### config.mk
export PLATFORM = sky130hd
export DESIGN_NAME = screen_fetch_seq_flat
export DESIGN_NICKNAME = d
export VERILOG_FILES = /design/src/rtl/screen_fetch_seq_if.sv /design/src/rtl/screen_fetch_seq.sv /design/src/flat_wrapper.sv
export SDC_FILE = /design/constraint.sdc
export NUM_CORES = 1
export LEC_CHECK = 0
export BUFFER_PORTS_ARGS = -buffer_cell sky130_fd_sc_hd__buf_2
export CAP_MARGIN = 30
export CORE_UTILIZATION = 59
export CTS_CLUSTER_SIZE = 28
export DETAILED_ROUTE_END_ITERATION = 16
export GPL_TIMING_DRIVEN = 0
export PLACE_DENSITY = 0.84
export SYNTH_ARGS = -nofsm -noshare
export SYNTH_HDL_FRONTEND = slang
export SYNTH_SLANG_ARGS = --single-unit
### constraint.sdc
create_clock -name clk28 -period 3.19 [get_ports clk28]
set_clock_uncertainty 0.15 [all_clocks]
set_input_delay 0.319 -clock clk28 [delete_from_list [all_inputs] [get_ports clk28]]
set_output_delay 0.319 -clock clk28 [all_outputs]
set_load 0.01 [all_outputs]
### src/rtl/screen_fetch_seq_if.sv
// Bundle between the fetch sequencer and its surroundings: cell timing inputs,
// the VRAM request/return path, and the captured cell handed to the shifter.
interface screen_fetch_seq_if;
  logic        cell_strobe;
  logic        fetch_window;
  logic [4:0]  col;
  logic [7:0]  line;
  logic        up_en;
  logic [7:0]  vd;

  logic        screen_fetch;
  logic        screen_fetch_up;
  logic [14:0] screen_addr;
  logic [5:0]  screen_up_addr;

  logic [7:0]  bitmap;
  logic [7:0]  attr;
  logic [7:0]  ink_rgb;
  logic [7:0]  paper_rgb;
  logic        cell_valid;
  logic        overrun;

  // Sequencer side
  modport master (
    input  cell_strobe, fetch_window, col, line, up_en, vd,
    output screen_fetch, screen_fetch_up, screen_addr, screen_up_addr,
    output bitmap, attr, ink_rgb, paper_rgb, cell_valid, overrun
  );

  // Video timing generator / memory controller / shifter side
  modport slave (
    output cell_strobe, fetch_window, col, line, up_en, vd,
    input  screen_fetch, screen_fetch_up, screen_addr, screen_up_addr,
    input  bitmap, attr, ink_rgb, paper_rgb, cell_valid, overrun
  );
endinterface

### src/rtl/screen_fetch_seq.sv
// Per-cell VRAM fetch sequencer: bitmap, attribute and optional ULA+ ink/paper
// reads, captured into shadows and published to the pixel shifter in one cycle.
//
// state | meaning
// IDLE  | waiting for cell_strobe inside the paper area
// BMP   | bitmap byte fetch
// ATR   | attribute byte fetch
// UPI   | ULA+ ink palette entry fetch
// UPP   | ULA+ paper palette entry fetch
// DONE  | publish shadows, pulse cell_valid
module screen_fetch_seq #(
  parameter int FETCH_LEN = 4,
  parameter int LATCH_AT  = 3
) (
  input logic                clk28,
  input logic                rst_n,
  screen_fetch_seq_if.master bus
);

  typedef enum logic [2:0] {
    IDLE = 3'd0,
    BMP  = 3'd1,
    ATR  = 3'd2,
    UPI  = 3'd3,
    UPP  = 3'd4,
    DONE = 3'd5
  } state_t;

  // Phase is a down-counter: loaded on state entry, terminal count at zero.
  localparam logic [1:0] PH_LOAD  = 2'(FETCH_LEN - 1);
  localparam logic [1:0] PH_LATCH = 2'(FETCH_LEN - 1 - LATCH_AT);

  state_t      state, state_nxt;
  logic [1:0]  ph_cnt, ph_nxt;

  logic [4:0]  col_s;
  logic [7:0]  line_s;
  logic        up_s;

  logic [7:0]  bmp_s;
  logic [7:0]  attr_s;
  logic [7:0]  ink_s;
  logic [7:0]  paper_s;

  logic        start;
  logic        in_fetch;
  logic        ph_tc;
  logic        latch;
  logic [4:0]  col_src;
  logic [7:0]  line_src;
  logic [7:0]  attr_fwd;

  logic        fetch_nxt;
  logic        fetch_up_nxt;
  logic [14:0] addr_nxt;
  logic [5:0]  up_addr_nxt;

  logic        fetch_q;
  logic        fetch_up_q;
  logic [14:0] addr_q;
  logic [5:0]  up_addr_q;
  logic [7:0]  bitmap_q;
  logic [7:0]  attr_q;
  logic [7:0]  ink_q;
  logic [7:0]  paper_q;
  logic        cell_valid_q;
  logic        overrun_q;

  always_ff @(posedge clk28 or negedge rst_n) begin
    if (!rst_n) begin
      state  <= IDLE;
      ph_cnt <= 2'd0;
    end else begin
      state  <= state_nxt;
      ph_cnt <= ph_nxt;
    end
  end

  always_comb begin
    start    = (state == IDLE) && bus.cell_strobe && bus.fetch_window;
    in_fetch = (state == BMP) || (state == ATR) || (state == UPI) || (state == UPP);
    ph_tc    = (ph_cnt == 2'd0);
    latch    = in_fetch && (ph_cnt == PH_LATCH);

    // Addresses are registered from the next state, so the entering cycle must
    // see the values being latched on that same edge.
    col_src  = (state == IDLE) ? bus.col  : col_s;
    line_src = (state == IDLE) ? bus.line : line_s;
    attr_fwd = ((state == ATR) && latch) ? bus.vd : attr_s;

    state_nxt = state;
    ph_nxt    = ph_cnt;
    if (in_fetch) begin
      ph_nxt = ph_tc ? PH_LOAD : ph_cnt - 2'd1;
    end

    case (state)
      IDLE: begin
        if (start) begin
          state_nxt = BMP;
          ph_nxt    = PH_LOAD;
        end
      end
      BMP:     if (ph_tc) state_nxt = ATR;
      ATR:     if (ph_tc) state_nxt = up_s ? UPI : DONE;
      UPI:     if (ph_tc) state_nxt = UPP;
      UPP:     if (ph_tc) state_nxt = DONE;
      DONE:    state_nxt = IDLE;
      default: state_nxt = IDLE;
    endcase

    fetch_nxt    = 1'b0;
    fetch_up_nxt = 1'b0;
    addr_nxt     = addr_q;
    up_addr_nxt  = up_addr_q;
    case (state_nxt)
      BMP: begin
        fetch_nxt = 1'b1;
        addr_nxt  = {2'b00, line_src[7:6], line_src[2:0], line_src[5:3], col_src};
      end
      ATR: begin
        fetch_nxt = 1'b1;
        addr_nxt  = {5'b00110, line_src[7:3], col_src};
      end
      UPI: begin
        fetch_nxt    = 1'b1;
        fetch_up_nxt = 1'b1;
        up_addr_nxt  = {attr_fwd[7:6], 1'b0, attr_fwd[2:0]};
      end
      UPP: begin
        fetch_nxt    = 1'b1;
        fetch_up_nxt = 1'b1;
        up_addr_nxt  = {attr_fwd[7:6], 1'b1, attr_fwd[5:3]};
      end
      default: ;
    endcase
  end

  always_ff @(posedge clk28 or negedge rst_n) begin
    if (!rst_n) begin
      col_s   <= 5'd0;
      line_s  <= 8'd0;
      up_s    <= 1'b0;
      bmp_s   <= 8'd0;
      attr_s  <= 8'd0;
      ink_s   <= 8'd0;
      paper_s <= 8'd0;
    end else begin
      if (start) begin
        col_s  <= bus.col;
        line_s <= bus.line;
        up_s   <= bus.up_en;
      end
      if (latch) begin
        case (state)
          BMP:     bmp_s   <= bus.vd;
          ATR:     attr_s  <= bus.vd;
          UPI:     ink_s   <= bus.vd;
          UPP:     paper_s <= bus.vd;
          default: ;
        endcase
      end
    end
  end

  always_ff @(posedge clk28 or negedge rst_n) begin
    if (!rst_n) begin
      fetch_q      <= 1'b0;
      fetch_up_q   <= 1'b0;
      addr_q       <= 15'd0;
      up_addr_q    <= 6'd0;
      bitmap_q     <= 8'd0;
      attr_q       <= 8'd0;
      ink_q        <= 8'd0;
      paper_q      <= 8'd0;
      cell_valid_q <= 1'b0;
      overrun_q    <= 1'b0;
    end else begin
      fetch_q      <= fetch_nxt;
      fetch_up_q   <= fetch_up_nxt;
      addr_q       <= addr_nxt;
      up_addr_q    <= up_addr_nxt;
      cell_valid_q <= (state == DONE);
      if (state == DONE) begin
        bitmap_q <= bmp_s;
        attr_q   <= attr_s;
        if (up_s) begin
          ink_q   <= ink_s;
          paper_q <= paper_s;
        end
      end
      if (bus.cell_strobe && (state != IDLE)) begin
        overrun_q <= 1'b1;
      end
    end
  end

  assign bus.screen_fetch    = fetch_q;
  assign bus.screen_fetch_up = fetch_up_q;
  assign bus.screen_addr     = addr_q;
  assign bus.screen_up_addr  = up_addr_q;
  assign bus.bitmap          = bitmap_q;
  assign bus.attr            = attr_q;
  assign bus.ink_rgb         = ink_q;
  assign bus.paper_rgb       = paper_q;
  assign bus.cell_valid      = cell_valid_q;
  assign bus.overrun         = overrun_q;

endmodule

### src/flat_wrapper.sv
// flat-port wrapper written by rule: the top's interface ports become plain ports
module screen_fetch_seq_flat 
#(
  parameter int FETCH_LEN = 4,
  parameter int LATCH_AT  = 3
)
  (clk28, rst_n, bus_cell_strobe, bus_fetch_window, bus_col, bus_line, bus_up_en, bus_vd, bus_screen_fetch, bus_screen_fetch_up, bus_screen_addr, bus_screen_up_addr, bus_bitmap, bus_attr, bus_ink_rgb, bus_paper_rgb, bus_cell_valid, bus_overrun);
  screen_fetch_seq_if bus_i ();
  input logic clk28;
  input logic rst_n;
  input wire logic [$bits(bus_i.cell_strobe)-1:0] bus_cell_strobe;
  input wire logic [$bits(bus_i.fetch_window)-1:0] bus_fetch_window;
  input wire logic [$bits(bus_i.col)-1:0] bus_col;
  input wire logic [$bits(bus_i.line)-1:0] bus_line;
  input wire logic [$bits(bus_i.up_en)-1:0] bus_up_en;
  input wire logic [$bits(bus_i.vd)-1:0] bus_vd;
  output wire logic [$bits(bus_i.screen_fetch)-1:0] bus_screen_fetch;
  output wire logic [$bits(bus_i.screen_fetch_up)-1:0] bus_screen_fetch_up;
  output wire logic [$bits(bus_i.screen_addr)-1:0] bus_screen_addr;
  output wire logic [$bits(bus_i.screen_up_addr)-1:0] bus_screen_up_addr;
  output wire logic [$bits(bus_i.bitmap)-1:0] bus_bitmap;
  output wire logic [$bits(bus_i.attr)-1:0] bus_attr;
  output wire logic [$bits(bus_i.ink_rgb)-1:0] bus_ink_rgb;
  output wire logic [$bits(bus_i.paper_rgb)-1:0] bus_paper_rgb;
  output wire logic [$bits(bus_i.cell_valid)-1:0] bus_cell_valid;
  output wire logic [$bits(bus_i.overrun)-1:0] bus_overrun;
  assign bus_i.cell_strobe = bus_cell_strobe;
  assign bus_i.fetch_window = bus_fetch_window;
  assign bus_i.col = bus_col;
  assign bus_i.line = bus_line;
  assign bus_i.up_en = bus_up_en;
  assign bus_i.vd = bus_vd;
  assign bus_screen_fetch = bus_i.screen_fetch;
  assign bus_screen_fetch_up = bus_i.screen_fetch_up;
  assign bus_screen_addr = bus_i.screen_addr;
  assign bus_screen_up_addr = bus_i.screen_up_addr;
  assign bus_bitmap = bus_i.bitmap;
  assign bus_attr = bus_i.attr;
  assign bus_ink_rgb = bus_i.ink_rgb;
  assign bus_paper_rgb = bus_i.paper_rgb;
  assign bus_cell_valid = bus_i.cell_valid;
  assign bus_overrun = bus_i.overrun;
  screen_fetch_seq #(.FETCH_LEN(FETCH_LEN), .LATCH_AT(LATCH_AT)) u_core (.clk28(clk28), .rst_n(rst_n), .bus(bus_i));
endmodule
==> results.json, run 1 <==
{
  "status": "completed",
  "holdPathStages": 2,
  "die_w_um": 89.0,
  "cts_setup_buffers": 0,
  "wire_per_inst_um": 16.7,
  "antenna_found_initial": 0,
  "seqPwrFrac": 0.433,
  "track_usage": 0.244,
  "cts_buffer_depth": 2,
  "place_congestion": 0.878,
  "avgSynthCellArea_um2": 13.5,
  "portBuffers": 80,
  "drtIter0Drc": 150,
  "synth_edf_count": 0,
  "clockPowerShare": 0.153,
  "worstPathRequired_ns": 3.30,
  "yosys-top-cells-area": "dfrtp_1 59%, mux2_2 19%, mux2i_1 2.2%, nand2_1 1.9%, nor2_1 1.4%",
  "layout_commonest_cell": "dfrtp_1",
  "ctsResizeCount": 0,
  "crit_fanout": 8,
  "slew_viol_final": 0,
  "cts_tree": "built",
  "swShare": 0.371,
  "synthArstFlopShare": 1.00,
  "cts_hold_buffers": 1,
  "tns_ns": 0,
  "worstPathArrival_ns": 2.36,
  "fmax_mhz": 444,
  "h-tree-depth": 3,
  "vias_per_cell": 5.48,
  "final_antenna_net_count": 0,
  "yosysTopAreaCell": "dfrtp_1",
  "start_kind": "flop",
  "cts_made_buffers": 9,
  "dr.pass1.iters": 5,
  "crit_path_end_kind": "flop",
  "grt_max_degree": 62,
  "pre_cts_slack_ns": 1.01,
  "gr-total-overflow": 0,
  "initial_utilization": 0.613,
  "reg2reg_depth": 6,
  "routed_wl_um": 8830,
  "core_area_um2": 7290,
  "hold_path.class": "primary input to flop",
  "ios": 83,
  "max_slew_margin": 0.456,
  "first_global_vias": 2874,
  "synth_top_area_share": 0.593,
  "path_clk_slew_ns": 0.11,
  "ys_seq_elements": 106,
  "fin_crit_ns": 2.25,
  "cts_root_buf": "clkbuf_8",
  "p_leak_uw": 0.00255,
  "clk_latency_ns": 0.37,
  "num_vias": 2899,
  "min_period_over_period": 0.705,
  "rsz0062_at_grt": "no",
  "drive_above_1_share": 0.463,
  "dp_hpwl_um": 6260,
  "die_h_um": 89.0,
  "grt_pass1_wl_um": 14200,
  "power_switching_uw": 1940,
  "syn_area_um2": 4470,
  "path_class": "flop to flop",
  "rows": 31,
  "power_density_nw_per_um2": 1000,
  "ys_seq_area_frac": 0.593,
  "worst_pin_slew_ns": 0.813,
  "final_net_count": 453,
  "dieArea_um2": 7930,
  "synth.distinct_cells": 46,
  "synth-main-ff-cell": "dfrtp_1",
  "mostFrequentLayoutCells": "106 x dfrtp_1, 84 x buf_2, 75 x mux2_2, 23 x nand2_1, 17 x nor2_1",
  "cts_sinks": 106,
  "antenna_cells": 0,
  "drc": 0,
  "combPwrFrac": 0.415,
  "internal-power_uw": 3290,
  "maxCapViolations": 0,
  "vdd_drop_max_mv": 0.608,
  "setup_slack_ns": 0.940,
  "ys_warn_count": 0,
  "syn-instance-count": 331,
  "syn2layout_area_growth_pct": 17.1,
  "setup_viol": 0,
  "hold_viol": 0
}
[area by class of cell]
| cell class | instances | area (µm²) |
|---|---|---|
| inverters | 15 | 58.8 |
| clock buffers | 9 | 124 |
| fillers | 521 | 2060 |
| well taps | 99 | 124 |
| repair buffers | 82 | 440 |
| flip-flops and latches | 106 | 2650 |
| multi-input cells | 194 | 1640 |
| plain buffers | 17 | 119 |
| clock inverters | 7 | 71.3 |
[synth_stat cells (2+ instances only)]
master and instances:
dfrtp_1 106, mux2_2 75, nand2_1 23, nor2_1 17, inv_1 14, mux2i_1 10
a21oi_1 9, a31oi_1 9, buf_4 7, o21ai_0 7, buf_2 5, a222oi_1 3
a32oi_1 3, buf_6 3, and2b_1 2, clkbuf_1 2, ha_1 2, nand2_4 2
nand2b_1 2, nand3b_1 2, nor2b_1 2, o22a_1 2
[flip-flops by register name (all words and copies together), names as in the netlist]
register / count
u_core.bus.screen_addr: 13
u_core.attr_s: 8
u_core.bmp_s: 8
u_core.bus.attr: 8
u_core.bus.bitmap: 8
u_core.bus.ink_rgb: 8
u_core.bus.paper_rgb: 8
u_core.ink_s: 8
u_core.line_s: 8
u_core.paper_s: 8
u_core.bus.screen_up_addr: 6
u_core.col_s: 5
u_core.state: 3
u_core.ph_cnt: 2
u_core.bus.cell_valid: 1
u_core.bus.overrun: 1
u_core.bus.screen_fetch: 1
u_core.bus.screen_fetch_up: 1
u_core.up_s: 1
[through the flow]
stage	cell area (µm²)	utilization	hold slack [ns]	total power [µW]	std cells
3_5_place_dp	5030	0.690	0.217	4460	512
6_report	5230	0.718	0.0336	5230	529
2_1_floorplan	4470	-	-0.127	3740	332
3_3_place_gp	5000	0.685	0.284	4340	511
4_1_cts	5230	0.718	0.0200	5260	529
5_1_grt	5230	0.718	0.0201	5600	529
[cells by family after synthesis]
kind of cell | share of synthesized area
flops | 0.593
mux | 0.211
simple gates | 0.0784
compound gates | 0.0689
buf+inv | 0.0397
fa+ha+maj | 0.00560
other cells | 0.000839
xor+xnor | 0.00196
[metal layers]
metal  wire, µm  track usage
met1       3940        0.325
met2       4310        0.396
met3        475       0.0591
met4        101       0.0895
met5          0            0
[worst paths after layout]
kind	from	end	slack, ns
hold reg to reg	u_core.bus.overrun	u_core.bus.overrun	0.31
min in group asynchronous	rst_n	u_core.bus.bitmap[3]	0.34
setup / recovery	u_core.ph_cnt[0]	u_core.bus.screen_up_addr[4]	0.94
hold / removal	bus_line[4]	u_core.line_s[4]	0.03
setup reg to reg	u_core.ph_cnt[0]	u_core.bus.screen_up_addr[4]	0.94
max in group asynchronous	rst_n	u_core.bus.bitmap[1]	1.84
[power by group through the flow]
stage / Clock [µW] / Combinational [µW] / Sequential, µW
floorplan: 0 / 1380 / 2360
global placement: 0 / 2090 / 2240
detailed placement: 0 / 2170 / 2290
CTS: 813 / 2190 / 2260
global route: 866 / 2390 / 2340
finish: 799 / 2170 / 2260
[critical path, stage by stage, from the launching register on]
cell      delay [ns]
dfrtp_1         0.41
inv_1           0.09
ha_1            0.29
nor4bb_2        0.32
buf_4           0.24
mux2_2          0.37
mux2_2          0.26
(Power assumes the default switching activity.)
==> run 2: changes to the inputs <==
--- a/config.mk
+++ b/config.mk
@@ -7,11 +7,11 @@
 export LEC_CHECK = 0
 export BUFFER_PORTS_ARGS = -buffer_cell sky130_fd_sc_hd__buf_2
 export CAP_MARGIN = 30
-export CORE_UTILIZATION = 59
+export CORE_UTILIZATION = 55
 export CTS_CLUSTER_SIZE = 28
 export DETAILED_ROUTE_END_ITERATION = 16
 export GPL_TIMING_DRIVEN = 0
-export PLACE_DENSITY = 0.84
+export PLACE_DENSITY = 0.79
 export SYNTH_ARGS = -nofsm -noshare
 export SYNTH_HDL_FRONTEND = slang
 export SYNTH_SLANG_ARGS = --single-unit
==> constraint.sdc (replaced) <==
create_clock -name clk28 -period 2.2 [get_ports clk28]
set_clock_uncertainty 0.15 [all_clocks]
set_input_delay 0.22 -clock clk28 [delete_from_list [all_inputs] [get_ports clk28]]
set_output_delay 0.22 -clock clk28 [all_outputs]
set_load 0.01 [all_outputs]
==> run 2 against run 1 <==
Net effect:
- highest routed layer unchanged
- sequential power is 45% higher
- utilization is 1.8 points lower
- cell count is 4.3% higher
- first-iteration DRC count is 37% higher
- largest power group unchanged
- setup slack worse by 0.82 ns
- combinational power is 46% higher
- global-route usage is 1.4 points lower
- design area is 4.4% higher
- sequential share of layout area is 2.1 points lower
- clock-buffer cell count stayed put
- power is 48% higher
==> results.json, run 2 (synthesized netlist as in run 1, its figures left out) <==
{
  "clk_latency_ns": 0.37,
  "setup_slack_ns": 0.115,
  "drtIter0Drc": 206,
  "reg2reg_from": "u_core.ph_cnt[0]",
  "multi_input_area_um2": 1650,
  "crit_start": "u_core.ph_cnt[0]",
  "drc": 0,
  "dieArea_um2": 8490,
  "max_slew_margin": 0.463,
  "start_kind": "flop",
  "antenna_found_initial": 0,
  "drive_above_1_share": 0.449,
  "slew_viol_final": 0,
  "syn2layout_area_growth_pct": 22.2,
  "cts_sinks": 106,
  "cts_buffer_depth": 2,
  "worstPathRequired_ns": 2.32,
  "p_leak_uw": 0.00264,
  "rows": 32,
  "antenna_cells": 0,
  "grt_max_degree": 67,
  "hold_path.class": "primary input to flop",
  "place_congestion": 0.846,
  "cts_root_buf": "clkbuf_8",
  "routed_wl_um": 9040,
  "setup_viol": 0,
  "cp_common_cell": "mux2_2",
  "gr-total-overflow": 0,
  "fin_crit_ns": 2.08,
  "fmax_mhz": 480,
  "grt_pass1_wl_um": 15100,
  "hold_path.startpoint": "bus_vd[6]",
  "mostFrequentLayoutCells": "106 x dfrtp_1, 84 x buf_2, 75 x mux2_2, 23 x nand2_1, 20 x dlygate4sd3_1",
  "power_density_nw_per_um2": 1410,
  "rsz0062_at_grt": "no",
  "fill_cells": 553,
  "pre_cts_slack_ns": -0.0113,
  "track_usage": 0.231,
  "cts_tree": "built",
  "critPathMaxStageDelay_ns": 0.39,
  "path_class": "flop to flop",
  "slowest_stage": "dfrtp_1",
  "h-tree-depth": 3,
  "layout_commonest_cell": "dfrtp_1",
  "wire_per_inst_um": 16.4,
  "dr.pass1.iters": 4,
  "worstPathArrival_ns": 2.21,
  "initial_utilization": 0.573,
  "final_antenna_net_count": 0,
  "vias_per_cell": 5.43,
  "maxCapViolations": 0,
  "path_clk_slew_ns": 0.11,
  "min_period_over_period": 0.948,
  "vdd_drop_max_mv": 0.803,
  "crit_path_end_kind": "flop",
  "dp_hpwl_um": 6210,
  "tns_ns": 0,
  "first_global_vias": 3056,
  "hold_viol": 0,
  "core_area_um2": 7810,
  "largest_reg_flops": 13,
  "cts_made_buffers": 9,
  "crit_fanout": 7,
  "die_w_um": 92.2,
  "status": "completed",
  "crit_chain": "inv_1, ha_2, nor4bb_2, buf_4, mux2_2, mux2_2",
  "final_net_count": 473,
  "die_h_um": 92.2,
  "ios": 83,
  "seq_area_um2": 2650,
  "portBuffers": 80,
  "num_vias": 2997,
  "worst_pin_slew_ns": 0.804
}
[run 2: layout make-up]
| class | instances | share of cell area |
|---|---|---|
| flip-flops and latches | 106 | 0.486 |
| multi-input cells | 194 | 0.302 |
| repair buffers | 102 | 0.117 |
| well taps | 102 | 0.0234 |
| clock buffers | 9 | 0.0227 |
| plain buffers | 17 | 0.0218 |
| clock inverters | 7 | 0.0172 |
| inverters | 15 | 0.0108 |
[run 2: metal layers]
layer	up-vias	GRT usage	part of all wire
met4	0	0.0742	0.017
met2	89	0.367	0.47
met5	-	0	0
met1	1498	0.321	0.47
met3	13	0.0448	0.045
li1	1397	-	-
[run 2: final timing paths]
kind	slack (ns)	to	cells past startpoint
worst max-delay path	0.12	u_core.bus.screen_up_addr[5]	6
worst min-delay path	0.008	u_core.ink_s[6]	2
worst max register to register	0.12	u_core.bus.screen_up_addr[5]	6
worst min register to register	0.34	u_core.bus.overrun	1
max in group asynchronous	0.98	u_core.bus.attr[2]	3
min in group asynchronous	0.22	u_core.state[0]	2
[run 2: where the power goes]
group	switching, µW	internal, µW	total [µW]
registers	447	2820	3270
logic	1630	1530	3160
clock network	729	558	1290
[run 2: metrics by stage]
step / util / area (µm²) / std cells / hold WS, ns / power, µW
finish: 0.700 / 5460 / 552 / 0.00807 / 7720
detailed placement: 0.645 / 5030 / 515 / 0.0910 / 6440
CTS: 0.699 / 5460 / 552 / 0.000975 / 7740
floorplan: - / 4470 / 332 / -0.226 / 5420
global placement: 0.641 / 5000 / 514 / 0.286 / 6290
global route: 0.700 / 5460 / 552 / 0.00714 / 8220
[run 2: repair_timing]
| item | 4_1_cts | 5_1_grt |
|---|---|---|
| hold buffers | 20 | 0 |
| setup endpoints to repair | 2 | 5 |
| pin swaps | 0 | 1 |
| hold endpoints to repair | 75 | 0 |
| buffers inserted | 1 | 0 |
| resized for setup | 0 | 2 |
[run 2: critical path: cells and delay by family (launching register included)]
family	cells	cell delay [ns]
AND/OR/NAND/NOR	1	0.32
flip-flops	1	0.39
adder cells (fa/ha/maj)	1	0.24
buffers and inverters	2	0.28
multiplexers	2	0.61
